## config.mk

```make
export PLATFORM = sky130hd
export DESIGN_NAME = tlc_phase_sequencer
export DESIGN_NICKNAME = d
export VERILOG_FILES = /design/src/rtl/tlc_phase_sequencer_pkg.sv /design/src/rtl/tlc_next_phase.sv /design/src/rtl/tlc_phase_sequencer.sv
export SDC_FILE = /design/constraint.sdc
export NUM_CORES = 1
export LEC_CHECK = 0
export ABC_CLOCK_PERIOD_IN_PS = 2990
export CORE_ASPECT_RATIO = 1.5
export CORE_MARGIN = 4
export CORE_UTILIZATION = 30
export DETAILED_ROUTE_END_ITERATION = 10
export PLACE_DENSITY = 0.45
export SYNTH_ARGS = -nofsm -noshare
export SYNTH_HDL_FRONTEND = slang
export SYNTH_SLANG_ARGS = --single-unit
```

## constraint.sdc

```tcl
create_clock -name clk -period 2.99 [get_ports clk]
set_input_delay 0.299 -clock clk [delete_from_list [all_inputs] [get_ports clk]]
set_output_delay 0.299 -clock clk [all_outputs]
set_load 0.03 [all_outputs]
```

## src/rtl/tlc_phase_sequencer_pkg.sv

```systemverilog
// Shared state and light encodings for the phase sequencer and its round-robin picker.
package tlc_phase_sequencer_pkg;

   typedef enum logic [1:0] {
      ST_GREEN  = 2'd0,
      ST_YELLOW = 2'd1,
      ST_ALLRED = 2'd2,
      ST_WALK   = 2'd3
   } tlc_state_e;

   localparam logic [1:0] TLC_RED    = 2'b00;
   localparam logic [1:0] TLC_YELLOW = 2'b01;
   localparam logic [1:0] TLC_GREEN  = 2'b10;

   // Aspect shown by the active approach in a given state; every other approach is RED.
   function automatic logic [1:0] light_code(input tlc_state_e st);
      case (st)
         ST_GREEN:  light_code = TLC_GREEN;
         ST_YELLOW: light_code = TLC_YELLOW;
         default:   light_code = TLC_RED;
      endcase
   endfunction

endpackage

```

## src/rtl/tlc_next_phase.sv

```systemverilog
// Combinational round-robin picker: first requesting approach after 'phase', else phase+1.
module tlc_next_phase
   import tlc_phase_sequencer_pkg::*;
#(
   parameter int unsigned N_PHASES = 4,
   parameter int unsigned PW       = $clog2(N_PHASES)
) (
   input  logic [N_PHASES-1:0] req,
   input  logic [PW-1:0]       phase,
   output logic [PW-1:0]       nxt,
   output logic                found
);

   logic [PW-1:0] idx;

   always_comb begin
      nxt   = '0;
      found = 1'b0;
      idx   = '0;
      for (int unsigned k = 1; k <= N_PHASES; k++) begin
         idx = PW'((32'(phase) + k) % N_PHASES);
         if (!found && req[idx]) begin
            found = 1'b1;
            nxt   = idx;
         end
      end
      if (!found) begin
         nxt = PW'((32'(phase) + 32'd1) % N_PHASES);
      end
   end

endmodule

```

## src/rtl/tlc_phase_sequencer.sv

```systemverilog
// Sensor-actuated N-approach traffic-light sequencer with gap-out and rest-in-green.
// Optional pedestrian walk interval is enabled by defining TLC_PED_EN.
module tlc_phase_sequencer
   import tlc_phase_sequencer_pkg::*;
#(
   parameter int unsigned N_PHASES     = 4,
   parameter int unsigned TW           = 8,
   parameter int unsigned T_GREEN_OFF  = 10,
   parameter int unsigned T_GREEN_PEAK = 20,
   parameter int unsigned T_MIN_GREEN  = 4,
   parameter int unsigned T_YELLOW     = 3,
   parameter int unsigned T_ALLRED     = 1,
   parameter int unsigned T_WALK       = 8,
   localparam int unsigned PW          = $clog2(N_PHASES)
) (
   input  logic                  clk,
   input  logic                  reset,
   input  logic                  tick,
   input  logic                  peak,
   input  logic [N_PHASES-1:0]   sensor,
   output logic [2*N_PHASES-1:0] lights,
   output logic [TW-1:0]         timer,
   output logic [PW-1:0]         phase,
   output logic [1:0]            state
`ifdef TLC_PED_EN
   ,
   input  logic                  ped_req,
   output logic                  walk
`endif
);

   localparam int unsigned MAX_DUR = (1 << TW) - 1;

   if (N_PHASES < 2 || N_PHASES > 8 ||
       T_GREEN_OFF  < 1 || T_GREEN_OFF  > MAX_DUR ||
       T_GREEN_PEAK < 1 || T_GREEN_PEAK > MAX_DUR ||
       T_MIN_GREEN  < 1 || T_MIN_GREEN  > T_GREEN_OFF || T_MIN_GREEN > T_GREEN_PEAK ||
       T_YELLOW     < 1 || T_YELLOW     > MAX_DUR ||
       T_ALLRED     < 1 || T_ALLRED     > MAX_DUR ||
       T_WALK       < 1 || T_WALK       > MAX_DUR) begin : g_bad_cfg
      $error("tlc_phase_sequencer: illegal parameter set");
   end

   tlc_state_e            state_q, state_d;
   logic [PW-1:0]         phase_q, phase_d;
   logic [TW-1:0]         timer_q, timer_d;
   logic [TW-1:0]         g_el_q, g_el_d;
   logic [N_PHASES-1:0]   req_q, req_d;
   logic [2*N_PHASES-1:0] lights_q, lights_d;
   logic                  peak_q, peak_d;

   logic [N_PHASES-1:0]   phase_mask, green_mask;
   logic [PW-1:0]         nxt;
   logic                  nxt_found;
   logic [TW:0]           g_next;
   logic                  other_req, leave, expire, gap_ok, phase_ok, state_ok;
   logic [TW-1:0]         green_time;

`ifdef TLC_PED_EN
   logic ped_q, ped_d;
`endif

   tlc_next_phase #(
      .N_PHASES (N_PHASES),
      .PW       (PW)
   ) u_next (
      .req   (req_q),
      .phase (phase_q),
      .nxt   (nxt),
      .found (nxt_found)
   );

   always_comb begin
      phase_mask = '0;
      green_mask = '0;
      for (int unsigned i = 0; i < N_PHASES; i++) begin
         phase_mask[i] = (phase_q == PW'(i));
         green_mask[i] = phase_mask[i] && (state_q == ST_GREEN);
      end
   end

   assign other_req  = |(req_q & ~phase_mask);
`ifdef TLC_PED_EN
   assign leave      = other_req | ped_q;
   assign state_ok   = 1'b1;
`else
   assign leave      = other_req;
   assign state_ok   = (state_q != ST_WALK);
`endif
   assign phase_ok   = (32'(phase_q) < N_PHASES);
   assign expire     = (timer_q == TW'(1));
   assign g_next     = {1'b0, g_el_q} + (TW+1)'(1);
   assign gap_ok     = (g_next >= (TW+1)'(T_MIN_GREEN)) && !sensor[phase_q];
   assign green_time = peak_q ? TW'(T_GREEN_PEAK) : TW'(T_GREEN_OFF);

   always_comb begin
      state_d = state_q;
      phase_d = phase_q;
      timer_d = timer_q;
      g_el_d  = g_el_q;
      peak_d  = peak_q;
      req_d   = req_q | (sensor & ~green_mask);
`ifdef TLC_PED_EN
      ped_d   = ped_q | ped_req;
`endif

      if (tick) begin
         case (state_q)
            ST_GREEN: begin
               g_el_d = g_el_q + TW'(1);
               if (leave && (expire || gap_ok)) begin
                  state_d = ST_YELLOW;
                  timer_d = TW'(T_YELLOW);
               end else if (expire) begin
                  timer_d = green_time;
                  g_el_d  = '0;
               end else begin
                  timer_d = timer_q - TW'(1);
               end
            end
            ST_YELLOW: begin
               if (expire) begin
                  state_d = ST_ALLRED;
                  timer_d = TW'(T_ALLRED);
               end else begin
                  timer_d = timer_q - TW'(1);
               end
            end
            ST_ALLRED: begin
               if (expire) begin
`ifdef TLC_PED_EN
                  if (ped_q) begin
                     state_d = ST_WALK;
                     timer_d = TW'(T_WALK);
                     ped_d   = 1'b0;
                  end else
`endif
                  begin
                     state_d = ST_GREEN;
                     phase_d = nxt;
                     peak_d  = peak;
                     timer_d = peak ? TW'(T_GREEN_PEAK) : TW'(T_GREEN_OFF);
                     g_el_d  = '0;
                     if (nxt_found) begin
                        req_d[nxt] = 1'b0;
                     end
                  end
               end else begin
                  timer_d = timer_q - TW'(1);
               end
            end
`ifdef TLC_PED_EN
            ST_WALK: begin
               if (expire) begin
                  state_d = ST_ALLRED;
                  timer_d = TW'(T_ALLRED);
               end else begin
                  timer_d = timer_q - TW'(1);
               end
            end
`endif
            default: ;
         endcase
      end

      // Corrupted state or phase recovers to a clean all-red interval regardless of tick.
      if (!state_ok || !phase_ok) begin
         state_d = ST_ALLRED;
         timer_d = TW'(T_ALLRED);
         if (!phase_ok) begin
            phase_d = PW'(N_PHASES - 1);
         end
      end

      for (int unsigned i = 0; i < N_PHASES; i++) begin
         lights_d[2*i +: 2] = (phase_d == PW'(i)) ? light_code(state_d) : TLC_RED;
      end
   end

   always_ff @(posedge clk) begin
      if (!reset) begin
         state_q  <= ST_ALLRED;
         phase_q  <= PW'(N_PHASES - 1);
         timer_q  <= TW'(T_ALLRED);
         g_el_q   <= '0;
         req_q    <= '0;
         lights_q <= '0;
         peak_q   <= 1'b0;
`ifdef TLC_PED_EN
         ped_q    <= 1'b0;
`endif
      end else begin
         state_q  <= state_d;
         phase_q  <= phase_d;
         timer_q  <= timer_d;
         g_el_q   <= g_el_d;
         req_q    <= req_d;
         lights_q <= lights_d;
         peak_q   <= peak_d;
`ifdef TLC_PED_EN
         ped_q    <= ped_d;
`endif
      end
   end

   assign lights = lights_q;
   assign timer  = timer_q;
   assign phase  = phase_q;
   assign state  = state_q;
`ifdef TLC_PED_EN
   assign walk   = (state_q == ST_WALK);
`endif

endmodule
```

==> flow_summary.yaml, run 1 <==
run_status:
  status: "complete, no violations"
timing:
  whs_ns: 0.497
  slew_headroom_pct: 62.0
  rsz0062_at_grt: "no"
  drv_slew: 0
  finalCriticalPeriod_ns: 2.47
  fmax_ghz: 0.406
  fin_skew_ns: 0.00885
  finalSetupViolCount: 0
  max_slew.worst_pin.slew_ns: 0.570
  hold_viol: 0
  period_share_pct: 82.5
  fin_setup_tns_ns: 0
setup_path:
  timing.rr.start: "phase[0]"
  startpoint_type: "flop"
  r2r-end: "lights[6]"
  reg2reg_slack_ns: 0.52
  path_max_fanout: 10
  path_cells: "inv_1 -> ha_1 -> mux4_2 -> nand2b_4 -> a31o_2 -> nand2_2 -> nor3_1 -> and2_1"
  crit_slowest_cell: "dfxtp_1"
  critPathCaptureType: "flop"
  reg2reg_depth: 8
  arrival_ns: 2.66
  critical_path_class: "flop to flop"
  required_ns: 3.19
  crit_path_max_incr_delay_ns: 0.54
global_route:
  grt_antenna_before_repair: 0
  grt_pass1_wl_um: 10000
  grt_use_total_pct: 13.9
  grt_pass1_vias: 2038
  overflow: 0
  grt_start_max_net_pins: 15
logic_synthesis:
  ys.flop_type: "dfxtp_1"
  synth-seq-cells: 33
  ys_async_sr_fraction_pct: 0
  synth.distinct_cells: 65
  synthTopCellsByCount: "dfxtp_1 (33), nand2_1 (25), nor2_1 (19), o21ai_0 (18), ha_1 (12)"
  yosysMostFrequentCell: "dfxtp_1"
  ys_warn_count: 0
  yosys.area.top_type_share_pct: 29.0
  synth.area.top_cells: "dfxtp_1 (29%), ha_1 (6.6%), nand2_1 (4.1%), o21ai_0 (4.0%), nor2_1 (3.1%)"
  synth_area_mm2: 0.00228
  synth-edff-count: 0
  synth_area_per_cell_um2: 8.60
  ys_seq_area_share_pct: 29.0
  synth_area_leader_cell: "dfxtp_1"
  synth.net_count: 285
  synthCells: 265
clock_tree:
  h-tree-depth: 2
  ctsResizeCount: 0
  clock_path_buffers: 2
  cts_sinks: 33
  clkTransAtPathRegs_ns: 0.08
  clock_latency_ns: 0.29
  cts-root-buf: "clkbuf_8"
  numCtsBuffers: 5
  cts_tree: "built"
  holdBufCountCts: 0
  post_cts_buffers: 0
job:
  drv_cap: 0
pwr:
  p_switching_mw: 1.27
  power_frac_seq_pct: 25.0
  power.density_mw_per_mm2: 984
  p_int_mw: 1.45
  switching_share_pct: 46.8
  peakVddDrop_mv: 0.494
  total_leakage_power_nw: 1.07
  comb_power_share_pct: 58.9
  p_clk_share_pct: 16.2
floorplanning:
  fp.dieArea_mm2: 0.00908
  die_w_um: 79.2
  ioPinCount: 28
  die_h_um: 115
  core-area_mm2: 0.00732
  initial_core_util_pct: 31.1
  rows: 38
detailed_routing:
  vias_per_cell: 5.20
  routed_wl_um: 5910
  first_pass_iters: 6
  drc: 0
  num_vias: 2043
  wl_per_cell_um: 15.0
  ant_nets: 0
  drt_iter0_drc: 80
placement:
  dp_hpwl_um: 4500
  place_congestion: 0.803
  port_buffers: 27
worst_hold_path:
  min_from: "peak_q"
  worstHoldEndpoint: "peak_q"
  hold_path_depth: 2
  hold_class: "flop to flop"
finish:
  diodes: 0
  area_growth_pct: 21.3
  layout-drive-gt1-share_pct: 12.3
  nNetsFinal: 312
-- flip-flops by register name (all words and copies together) (netlist names) --
register  flops
peak_q        1
lights        8
req_q         4
g_el_q        8
phase         2
timer         8
state         2
-- kinds of logic (layout without fill, tap and decap cells) --
group | count (synthesis) | after routing | share of synthesized area [%]
multiplexers | 5 | 5 | 3.84
adder cells (fa/ha/maj) | 12 | 12 | 6.59
AND/OR/NAND/NOR | 104 | 104 | 26.6
buffers and inverters | 23 | 51 | 4.78
flip-flops | 33 | 33 | 29.0
AO/OA/AOI/OAI | 83 | 83 | 27.3
XOR/XNOR | 5 | 5 | 1.92
-- metrics by stage --
stage               power [mW]  setup slack (ns)  utilization, %  instances  area, um2
global placement          2.30             0.575            36.2        385       2650
finish                    2.72             0.524            37.7        393       2760
detailed placement        2.29             0.532            36.2        385       2650
floorplan                 1.89             0.476               -        265       2280
global route              2.93             0.322            37.7        393       2760
CTS                       2.74             0.505            37.7        393       2760
-- critical path, delay by kind of cell, from the launching register on --
kind                     cells  cell delay (ns)
AND/OR/NAND/NOR              4             0.52
adder cells (fa/ha/maj)      1             0.38
flip-flops                   1             0.54
AO/OA/AOI/OAI                1             0.25
multiplexers                 1             0.51
buffers and inverters        1             0.16
-- layout make-up --
| type | instances | area [um2] |
|---|---|---|
| Fill cell | 792 | 4560 |
| Multi-Input combinational cell | 209 | 1510 |
| Sequential cell | 33 | 661 |
| Timing Repair Buffer | 33 | 315 |
| Tap cell | 100 | 125 |
| Clock buffer | 5 | 68.8 |
| Clock inverter | 3 | 46.3 |
| Inverter | 10 | 37.5 |
-- layout by cell type, fill, tap and decap left out, types with 4 or more instances in the layout --
master           instances
nand2b_1                 4
a211o_1                  4
nand2_1                 25
inv_1                   10
ha_1                    12
dfxtp_1                 33
o211ai_1                 4
clkdlybuf4s50_1         27
a31oi_1                  6
and2_1                   8
or3_1                    4
a21oi_1                 11
nor2_1                  19
a21o_1                   6
a21boi_0                 8
nor3_1                   5
nor2b_1                  7
buf_4                    6
nand3_1                  5
o21ai_0                 18
clkbuf_8                 5
-- routing by layer --
layer | part of all wire (%) | wire length (um) | vias up | GRT usage, %
met4 | 2.1 | 124 | 0 | 5.16
li1 | - | - | 1029 | -
met2 | 52 | 3090 | 32 | 24.8
met1 | 42 | 2500 | 974 | 16.3
met3 | 3.3 | 194 | 8 | 2.51
met5 | 0 | 0 | - | 0
-- power groups by stage --
stage	clock, mW	combinational (mW)	sequential [mW]
after floorplan	0	1.12	0.773
after global placement	0	1.61	0.692
after detailed placement	0	1.60	0.692
after CTS	0.452	1.61	0.682
after global routing	0.471	1.76	0.703
final	0.440	1.60	0.678
-- worst max-delay path by stage --
stage	startpoint	endpoint	slack [ns]	cells past startpoint
CTS	phase[0]	lights[6]	0.50	8
global route	phase[0]	lights[0]	0.32	8
finish	phase[0]	lights[6]	0.52	8
global placement	phase[0]	lights[6]	0.57	8
detailed placement	phase[0]	lights[6]	0.53	8
floorplan	phase[0]	lights[6]	0.48	9
Note: power is estimated with default switching activity, not from simulation.
==> inputs of run 2 (changes only) <==
--- a/config.mk
+++ b/config.mk
@@ -5,12 +5,12 @@
 export SDC_FILE = /design/constraint.sdc
 export NUM_CORES = 1
 export LEC_CHECK = 0
-export ABC_CLOCK_PERIOD_IN_PS = 2990
+export ABC_CLOCK_PERIOD_IN_PS = 2200
 export CORE_ASPECT_RATIO = 1.5
 export CORE_MARGIN = 4
 export CORE_UTILIZATION = 30
 export DETAILED_ROUTE_END_ITERATION = 10
-export PLACE_DENSITY = 0.45
+export PLACE_DENSITY = 0.47
 export SYNTH_ARGS = -nofsm -noshare
 export SYNTH_HDL_FRONTEND = slang
 export SYNTH_SLANG_ARGS = --single-unit
==> constraint.sdc (replaced) <==
create_clock -name clk -period 2.2 [get_ports clk]
set_input_delay 0.22 -clock clk [delete_from_list [all_inputs] [get_ports clk]]
set_output_delay 0.22 -clock clk [all_outputs]
set_load 0.03 [all_outputs]
==> run 2 against run 1 <==
Compared with the run above: design area grew 7.2%; sequential power increased by 30%; largest cell class unchanged; worst hold slack improved by 0.00064 ns.
==> flow_summary.yaml, run 2 (synthesis gave the netlist of run 1 again) <==
run_status:
  status: "complete, no violations"
pwr:
  peakVddDrop_mv: 0.720
  total_leakage_power_nw: 1.17
  power.density_mw_per_mm2: 1310
detailed_routing:
  drc: 0
  routed-wl-met2_um: 3150
  wl_per_cell_um: 15.0
  vias_per_cell: 5.09
  first_pass_iters: 4
  ant_nets: 0
  wl_met1_um: 2720
  routed_wl_um: 6230
  num_vias: 2116
  top_layer: "met4"
  drt_iter0_drc: 61
  wl_met3_um: 201
setup_path:
  reg2reg_depth: 8
  cp-startpoint: "phase[1]"
  timing.rr.start: "phase[1]"
  critPathCaptureType: "flop"
  path_max_fanout: 5
  critical_path_class: "flop to flop"
  required_ns: 2.37
  startpoint_type: "flop"
  arrival_ns: 2.26
finish:
  area_growth_pct: 30.0
  nFillCells: 806
  fin_area_mm2: 0.00296
  nNetsFinal: 335
  final_cell_mix: "dfxtp_1 (29), buf_4 (28), clkdlybuf4s50_1 (27)"
  multi_input_area_mm2: 0.00155
  seqCellArea_um2: 671
  layout-drive-gt1-share_pct: 21.2
  fin_util_pct: 40.4
  diodes: 0
  layout_commonest_cell: "dfxtp_1"
timing:
  hold_viol: 0
  period_share_pct: 95.1
  drv_slew: 0
  max_slew.worst_pin.slew_ns: 0.563
  layout_setup_ws_ns: 0.107
  fmax_ghz: 0.478
  slew_headroom_pct: 62.2
  finalSetupViolCount: 0
  rsz0062_at_grt: "no"
  finalCriticalPeriod_ns: 2.09
  fin_setup_tns_ns: 0
  fin_skew_ns: 0.00903
floorplanning:
  fp.dieArea_mm2: 0.00908
  die_w_um: 79.2
  core-area_mm2: 0.00732
  rows: 38
  initial_core_util_pct: 31.1
  die_h_um: 115
  ioPinCount: 28
clock_tree:
  numCtsBuffers: 5
  clock_path_buffers: 2
  clkTransAtPathRegs_ns: 0.07
  h-tree-depth: 2
  cts_tree: "built"
  clock_latency_ns: 0.28
  cts-root-buf: "clkbuf_8"
  cts_sinks: 33
worst_hold_path:
  hold_path_depth: 2
  min_from: "peak_q"
  hold_class: "flop to flop"
global_route:
  overflow: 0
  grt_use_total_pct: 14.5
  grt_antenna_before_repair: 0
  grt_pass1_wl_um: 10500
  grt_pass1_vias: 2149
  grt_start_max_net_pins: 18
job:
  drv_cap: 0
placement:
  place_congestion: 0.842
  dpl_worst_slack_ns: 0.0557
  dp_hpwl_um: 4820
  place_area_mm2: 0.00284
  port_buffers: 27
run 2: cell types whose count changed in the layout (fill, tap and decap cells not counted), sizes merged:
cell / before / now
buf: 6 / 29
clkbuf: 5 / 8
bufinv: 1 / 0
clkinv: 1 / 0
clkinvlp: 1 / 0
run 2: layout make-up:
type,count,share of cell area [%]
multi-input combinational,209,52.2
sequential,33,22.6
timing repair buffer,56,16.6
tap,100,4.22
clock buffer,8,3.04
inverter,10,1.27
run 2: worst max-delay path, stage by stage, from the launching register on:
cell      delay, ns
dfxtp_4        0.37
inv_1          0.08
ha_4           0.29
mux4_2         0.49
nand2b_4       0.17
a31o_2         0.27
nand2_4        0.08
nor3_1         0.06
and2_1         0.16
run 2: final timing paths:
check                           slack (ns)         to
worst min-delay path                  0.50     peak_q
worst min register to register        0.50     peak_q
worst max-delay path                  0.11  lights[6]
worst max register to register        0.11  lights[6]
run 2: timing repair:
item                       in CTS  in global routing
setup endpoints to repair       0                 18
gates resized for setup         0                  9
hold buffers                    0                  0
setup buffers                   0                  1
run 2: power breakdown:
part,leakage [nW],switching (mW),internal (mW)
clock network,0.0455,0.222,0.255
registers,0.270,0.155,0.729
logic,0.857,1.40,1.13
total,1.17,1.78,2.11
run 2: layer usage:
| layer | GRT usage, % | vias up |
|---|---|---|
| met5 | 0 | - |
| met4 | 6.08 | 0 |
| met3 | 2.51 | 14 |
| met2 | 25.7 | 38 |
| li1 | - | 1075 |
| met1 | 17.2 | 989 |
run 2: through the flow:
stage | hold WS, ns | instances | total power, mW
finish | 0.498 | 416 | 3.89
floorplan | 0.365 | 265 | 2.62
detailed placement | 0.487 | 407 | 3.39
global route | 0.528 | 416 | 4.22
global placement | 0.478 | 407 | 3.40
CTS | 0.497 | 415 | 3.89
==> inputs of run 3 (changes only) <==
--- a/config.mk
+++ b/config.mk
@@ -6,11 +6,13 @@
 export NUM_CORES = 1
 export LEC_CHECK = 0
 export ABC_CLOCK_PERIOD_IN_PS = 2200
+export CELL_PAD_IN_SITES_DETAIL_PLACEMENT = 1
+export CELL_PAD_IN_SITES_GLOBAL_PLACEMENT = 1
 export CORE_ASPECT_RATIO = 1.5
 export CORE_MARGIN = 4
 export CORE_UTILIZATION = 30
 export DETAILED_ROUTE_END_ITERATION = 10
-export PLACE_DENSITY = 0.47
+export PLACE_DENSITY = 0.59
 export SYNTH_ARGS = -nofsm -noshare
 export SYNTH_HDL_FRONTEND = slang
 export SYNTH_SLANG_ARGS = --single-unit
==> run 3 against run 2 <==
Compared with the run above: wire length rose by 13%; global-route usage up 1.5 points; combinational power grew 4%; register-to-register slack barely moved; non-clock buffer count fell by 1; die area did not move; clock skew is 0.0061 ns lower; count of clock-buffer cells in the layout fell by 3; fmax is 0.22% lower; sequential cell count unchanged; final cell count shrank 0.24%; setup slack worse by 0.0046 ns.
==> flow_summary.yaml, run 3 (synthesis gave the netlist of run 1 again) <==
run_status:
  status: "complete, no violations"
finish:
  fin_util_pct: 40.5
  multi_input_area_mm2: 0.00154
  layout_commonest_cell: "dfxtp_1"
  layout-drive-gt1-share_pct: 21.0
  fin_area_mm2: 0.00296
  seqCellArea_um2: 669
  stdcell_count: 415
  nFillCells: 905
  nNetsFinal: 334
  area_growth_pct: 30.1
  diodes: 0
  final_cell_mix: "dfxtp_1 (30), buf_4 (28), clkdlybuf4s50_1 (27)"
global_route:
  grt_pass1_wl_um: 11400
  grt_start_max_net_pins: 14
  overflow: 0
  grt_antenna_before_repair: 0
  grt_use_total_pct: 16.0
  grt_pass1_vias: 2340
detailed_routing:
  drc: 0
  drt_iter0_drc: 49
  ant_nets: 0
  vias_per_cell: 5.25
  num_vias: 2180
  first_pass_iters: 4
  wl_per_cell_um: 17.0
  routed_wl_um: 7070
clock_tree:
  clock_path_buffers: 2
  cts_tree: "built"
  numCtsBuffers: 5
  h-tree-depth: 2
  clkTransAtPathRegs_ns: 0.08
  cts_sinks: 33
  clock_latency_ns: 0.29
  cts-root-buf: "clkbuf_8"
timing:
  period_share_pct: 95.3
  fmax_ghz: 0.477
  whs_ns: 0.484
  drv_slew: 0
  fin_setup_tns_ns: 0
  max_slew.worst_pin.slew_ns: 0.547
  hold_viol: 0
  finalCriticalPeriod_ns: 2.10
  layout_setup_ws_ns: 0.102
  finalSetupViolCount: 0
  fin_skew_ns: 0.00289
  rsz0062_at_grt: "no"
  slew_headroom_pct: 63.5
setup_path:
  path_max_fanout: 5
  critical_path_class: "flop to flop"
  required_ns: 2.39
  crit_path_max_incr_delay_ns: 0.40
  crit_slowest_cell: "dfxtp_1"
  arrival_ns: 2.28
  path_cells: "ha_1 -> nand2_1 -> or3_1 -> nand4_1 -> o21ai_1 -> a211o_1 -> a32o_1"
  startpoint_type: "flop"
  critPathCaptureType: "flop"
floorplanning:
  fp.dieArea_mm2: 0.00908
  ioPinCount: 28
  initial_core_util_pct: 31.1
  die_h_um: 115
  core-area_mm2: 0.00732
  rows: 38
  die_w_um: 79.2
pwr:
  total_leakage_power_nw: 1.17
  power.density_mw_per_mm2: 1380
  p_total_mw: 4.09
  peakVddDrop_mv: 0.584
placement:
  place_area_mm2: 0.00282
  dp.cells: 405
  dp_hpwl_um: 5370
  dpl_worst_slack_ns: 0.0105
  port_buffers: 27
  place_congestion: 0.779
job:
  drv_cap: 0
worst_hold_path:
  hold_class: "flop to flop"
run 3: critical path, delay by kind of cell (launching register included):
| family | cells | cell delay, ns |
|---|---|---|
| AOI/OAI and AO/OA | 3 | 0.76 |
| and+or+nand+nor | 3 | 0.61 |
| DFF | 1 | 0.40 |
| adders and majority gates | 1 | 0.22 |
run 3: cell type report:
class	count	share of cell area [%]
sequential	33	22.6
clock buffer	5	2.32
inverter	10	1.27
multi-input combinational	209	51.8
timing repair buffer	55	16.2
clock inverter	3	1.56
tap	100	4.22
run 3: where the power goes:
group | switching, mW | internal [mW] | total, mW
Sequential | 0.132 | 0.728 | 0.860
Combinational | 1.49 | 1.14 | 2.63
Clock | 0.267 | 0.339 | 0.606
run 3: timing repair:
action,4_1_cts,5_1_grt
cloned,0,0
setup buffers,2,0
gates resized for setup,0,5
setup endpoints to repair,2,19
pin swaps,0,4
hold buffers,0,0
hold endpoints to repair,0,0
run 3: final timing paths:
kind | start | to | slack [ns] | cells after the start
worst max register to register | g_el_q[1] | timer[3] | 0.10 | 7
worst min-delay path | peak_q | peak_q | 0.48 | 2
worst max-delay path | g_el_q[1] | timer[3] | 0.10 | 7
worst min register to register | peak_q | peak_q | 0.48 | 2
run 3: per-layer routing:
metal | share of wire [%] | wire length (um) | GRT usage (%)
met4 | 2.5 | 174 | 7.00
met2 | 54 | 3850 | 31.3
met3 | 2.0 | 138 | 1.88
met5 | 0 | 0 | 0
met1 | 41 | 2900 | 16.9
